[src/rtl/jtag_dr_bank.sv]
// Bank of NREG user data registers plus a 1-bit bypass behind a shared TDI->TDO
// shift stage, with per-register shadow copies, update strobes and scan-length checking.
module jtag_dr_bank #(
  parameter int                 NREG      = 4,
  parameter int                 WIDTH     = 32,
  parameter int                 SELW      = 2,
  parameter logic [WIDTH-1:0]   RST_VAL   = '0,
  parameter int                 CHECK_LEN = 1
) (
  input  logic                    tck,
  input  logic                    reset,
  input  logic                    capture_dr,
  input  logic                    shift_dr,
  input  logic                    update_dr,
  input  logic                    bypass,
  input  logic [SELW-1:0]         sel,
  input  logic                    tdi,
  input  logic [NREG*WIDTH-1:0]   cap_data,
  output logic                    tdo,
  output logic [NREG*WIDTH-1:0]   upd_data,
  output logic [NREG-1:0]         upd_strobe,
  output logic                    len_err
);

  localparam int            CW       = $clog2(WIDTH + 2);
  localparam logic [CW-1:0] CNT_FULL = CW'(WIDTH);
  localparam logic [CW-1:0] CNT_MAX  = CW'(WIDTH + 1);

  logic [WIDTH-1:0]            sr;
  logic                        byp;
  logic [CW-1:0]               cnt;
  logic [NREG-1:0][WIDTH-1:0]  shadow;

  logic                        sel_valid;
  logic                        len_ok;
  logic [WIDTH-1:0]            cap_sel;
  logic [NREG-1:0]             sel_hot;

  assign sel_valid = !bypass && (int'(sel) < NREG);
  assign len_ok    = (CHECK_LEN == 0) || (cnt == CNT_FULL);
  assign upd_data  = shadow;

  always_comb begin
    cap_sel = '0;
    sel_hot = '0;
    for (int unsigned k = 0; k < NREG; k++) begin
      if (sel == SELW'(k)) begin
        cap_sel    = cap_data[k*WIDTH +: WIDTH];
        sel_hot[k] = 1'b1;
      end
    end
  end

  always_ff @(posedge tck or negedge reset) begin
    if (!reset) begin
      sr         <= '0;
      byp        <= 1'b0;
      cnt        <= '0;
      shadow     <= {NREG{RST_VAL}};
      upd_strobe <= '0;
      len_err    <= 1'b0;
    end else begin
      upd_strobe <= '0;
      if (capture_dr) begin
        byp     <= 1'b0;
        cnt     <= '0;
        len_err <= 1'b0;
        sr      <= sel_valid ? cap_sel : '0;
      end else if (shift_dr) begin
        if (bypass) begin
          byp <= tdi;
        end else begin
          sr  <= {tdi, sr[WIDTH-1:1]};
          cnt <= (cnt == CNT_MAX) ? cnt : cnt + 1'b1;
        end
      end else if (update_dr && sel_valid) begin
        if (len_ok) begin
          for (int unsigned k = 0; k < NREG; k++) begin
            if (sel_hot[k]) shadow[k] <= sr;
          end
          upd_strobe <= sel_hot;
        end else begin
          len_err <= 1'b1;
        end
      end
    end
  end

  // Falling-edge launch keeps each tdo bit stable across the downstream rising edge.
  always_ff @(negedge tck or negedge reset) begin
    if (!reset) tdo <= 1'b0;
    else        tdo <= bypass ? byp : sr[0];
  end

endmodule

[config.mk]
export PLATFORM = sky130hd
export DESIGN_NAME = jtag_dr_bank
export DESIGN_NICKNAME = d
export VERILOG_FILES = /design/src/rtl/jtag_dr_bank.sv
export SDC_FILE = /design/constraint.sdc
export NUM_CORES = 1
export LEC_CHECK = 0
export BUFFER_PORTS_ARGS = -buffer_cell sky130_fd_sc_hd__buf_4
export CAP_MARGIN = 5
export CORE_UTILIZATION = 51
export DETAILED_ROUTE_END_ITERATION = 8
export GPL_ROUTABILITY_DRIVEN = 0
export PLACE_DENSITY = 0.8
export RECOVER_POWER = 50
export SYNTH_ARGS = -nofsm -noshare
export SYNTH_HDL_FRONTEND = slang
export SYNTH_SLANG_ARGS = --single-unit
[constraint.sdc]
create_clock -name tck -period 2.41 [get_ports tck]
set_clock_uncertainty 0.15 [all_clocks]
set_input_delay 0 -clock tck [delete_from_list [all_inputs] [get_ports tck]]
set_output_delay 0 -clock tck [all_outputs]
set_load 0.01 [all_outputs]
# --- Word level (Yosys, flattened, before mapping) ---
# Cells that the tools add are included.
word_totals:
  romBits: 0
  mem_count: 0
  ram_bits: 0
  input_bits: 137
  latch_bits: 0
  word_cells: 64
  output_inout_bits: 134
  regBits: 173
op_classes:
  n_div: 0
  eq_ne: 9
  n_addsub: 1
  reduce_logical: 14
  muxes: 28
  n_shift: 0
  n_bitwise: 2
  n_lt_le_gt_ge: 0
  multipliers: 0
op_table:
  columns: ["op", "count"]
  rows:
  - ["32-bit two-way mux", 8]
  - ["6-bit two-way mux", 4]
  - ["5-bit AND reduction", 4]
  - ["4-bit two-way mux", 4]
  - ["6-bit == test, second input constant", 2]
  - ["1-bit two-way mux", 12]
  - ["2-bit inequality test, second input constant", 4]
  - ["6-bit by 1-bit adder with 6-bit output, second input constant", 1]
  - ["3-bit AND reduction", 2]
  - ["2-bit nonzero test", 3]
  - ["2-bit == test, second input constant", 2]
  - ["2-bit AND reduction", 2]
  - ["2-bit by 1-bit == test with 1-bit output, second input constant", 1]
  - ["2-bit logical NOT", 1]
  - ["1-bit NOT", 2]
  - ["1-bit logical AND", 1]
  - ["1-bit logical NOT", 1]

# --- Longest topological paths before layout ---
depth:
  depth_word: 7
  mapped_depth: 6
  mapped_depth_nobuf: 4

==> results.cfg <==
[placed_design]
dp_slack_ps = 207
portBuffers = 270
dp_hpwl_um = 15500
dp.cells = 1018
placed_cell_area_mm2 = 0.0104

[synth]
synth_area_mm2 = 0.00824
synth_cell_types = 30
synth_top_area_share_pct = 52.2
synth_edf_count = 0
synthCells = 557
synthArstFlopShare_pct = 100
syn_avg_cell_area_um2 = 14.8
yosysTopAreaCell = dfrtp_1
ys_seq_area_share_pct = 52.5
synth_ff_type = dfrtp_1
ys_seq_elements = 173
syn_nets = 697
yosys_warnings = 0
synth_area_leaders = dfrtp_1, mux2_4, mux4_2

[detailed_routing]
wl_met2_um = 12400
maxUsedRoutingLayer = met4
drt_iter0_markers = 369
dr_wl_met3_um = 1430
drt_wl_total_um = 23800
via_per_inst = 5.55
wl_per_cell_um = 21.3
vias = 6215
drc_errors = 0
wl_met1_um = 9170
ant_nets = 0
dr.pass1.iters = 7

[floorplan]
die_area_mm2 = 0.0167
design.portCount = 271
placementRows = 46
die_y_um = 129
floorplan.initialDensity_pct = 52.1
die_w_um = 129
core_mm2 = 0.0158

[sta]
slew_headroom_pct = -1.13
setup_slack_ps = 140
max_slew.worst_pin.slew_ps = 1520
fin_setup_tns_ps = 0
setup_viol = 0
rsz0062_at_grt = false
finalMaxSlewViolations = 149
holdWs_ps = 271
hold_violations = 0

[cells_and_area]
drive_above_1_share_pct = 39.3
fin_area_mm2 = 0.0112
n_fill_cell = 1147
area_delta_synth_final_pct = 36.5
diodes = 0
final_cells = 1119
nNetsFinal = 1031

[min_path]
hold_end = cnt[4]
hp-start = capture_dr
hold_path_class = in2reg
min_delay_path_depth = 3

[global_routing]
grt_pass1_vias = 6749
grt_use_total_pct = 29.5
antenna_found_initial = 0
grt_pass1_wl_um = 36500
grt_max_degree = 173
grt_overflow = 0

[setup_path]
critical_path_arrival_ps = 2120
critPathTopFamily = flip-flops
crit_fanout = 1
crit_path_cell_trace = buf_4
rrSetupSlack_ps = 180
max_stage_delay_ps = 400
path_buf_inv = 1
rr_worst_depth = 1
r2r-start = sr[0]
slowest_stage = dfrtn_1
crit_path_end_kind = output port
cp_data_required_time_ps = 2260
startpoint_type = register
r2r-end = tdo
crit_type = reg2out

[clock_network]
clock_latency_ps = 420
cts_root_buffer = clkbuf_16
cts_max_path_buffers = 2
tritoncts = done
htree_levels = 4
clk_pin_slew_ps = 60
cts_buffers = 17
cts_sinks = 173
cts_resized = 0

[run]
max-cap-violations = 0

[outcome]
status = finished, violations left
failed_checks = max-slew violations

[power_and_ir_drop]
max-vdd-ir-drop_mv = 0.445
leakagePower_nw = 5.57
powerDensity_mw_per_mm2 = 593
[layout by cell type (no fill, tap or decap), types with 2 or more instances in the layout]
cell             n
dfrtp_1        172
buf_4          152
clkbuf_1       134
mux2_4         116
nand2_1         70
dlygate4sd3_1   70
nand3_1         34
mux4_2          32
o211ai_1        32
clkbuf_16       17
mux2_2          14
inv_1            7
a21oi_1          6
nand4_4          4
o21ai_0          4
nor2_1           3
or3_1            3
ha_1             3
clkbuf_8         3
clkinv_4         3
bufinv_16        3
inv_6            3
nor4b_4          2
nor2b_1          2
[cell type report]
type	instances	area [µm²]	area share, %
inverter	8	30.0	0.267
clock inverter	11	155	1.38
timing repair buffer	357	2360	21.0
tap	216	270	2.40
sequential	173	4330	38.5
multi-input combinational	334	3640	32.3
clock buffer	20	467	4.15
[cell families (layout without fill, tap and decap cells)]
group           after synthesis  count (layout)  synth area share (%)
buf+inv                      50             396                  3.43
mux                         163             163                  31.9
simple gates                124             124                  7.88
compound gates               44              44                  3.77
fa+ha+maj                     3               3                 0.456
flops                       173             173                  52.5
[per-stage QoR]
step,utilization (%),power (W)
floorplan,-,0.00336
global placement,65.9,0.00368
detailed placement,65.9,0.00371
CTS,74.3,0.00669
global route,71.0,0.00689
finish,71.0,0.00666
[synth_stat cells (2+ instances only)]
cell / n
dfrtp_1: 172
mux2_4: 116
nand2_1: 70
nand3_1: 34
mux4_2: 32
o211ai_1: 32
clkbuf_1: 23
mux2_2: 14
buf_6: 12
inv_1: 7
a21oi_1: 6
buf_2: 4
nand4_4: 4
o21ai_0: 4
buf_1: 3
ha_1: 3
nor2_1: 3
nor2b_1: 3
or3_1: 3
nor4b_4: 2
[worst max path at each step]
stage                     cells after the start  slack, ps   to  start
after detailed placement                      1        210  tdo  sr[0]
after floorplan                               1        250  tdo  sr[0]
after CTS                                     1        130  tdo    tdo
after global routing                          1        110  tdo    tdo
final                                         1        140  tdo    tdo
after global placement                        1        220  tdo  sr[0]
[what timing repair did]
item                                   4_1_cts  5_1_grt
hold buffers                                70        0
endpoints found under the hold margin      211        0
buffers inserted                             0        0
[metal layers]
layer	vias to the layer above	GRT usage, %
met5	-	0
met4	0	15.6
met3	61	6.48
met2	297	50.8
met1	3170	34.7
li1	2687	-
[flip-flops by register name (all words and copies together), names as in the netlist]
| signal | count |
|---|---|
| byp | 1 |
| cnt | 6 |
| len_err | 1 |
| sr | 32 |
| tdo | 1 |
| upd_data | 128 |
| upd_strobe | 4 |
[power breakdown]
group          switching (W)  total, W  internal, W
sequential          0.000114   0.00308      0.00297
combinational       0.000295  0.000705     0.000411
clock                0.00116   0.00288      0.00172
total                0.00156   0.00666      0.00510
No activity file was read; power rests on OpenSTA's default activity.
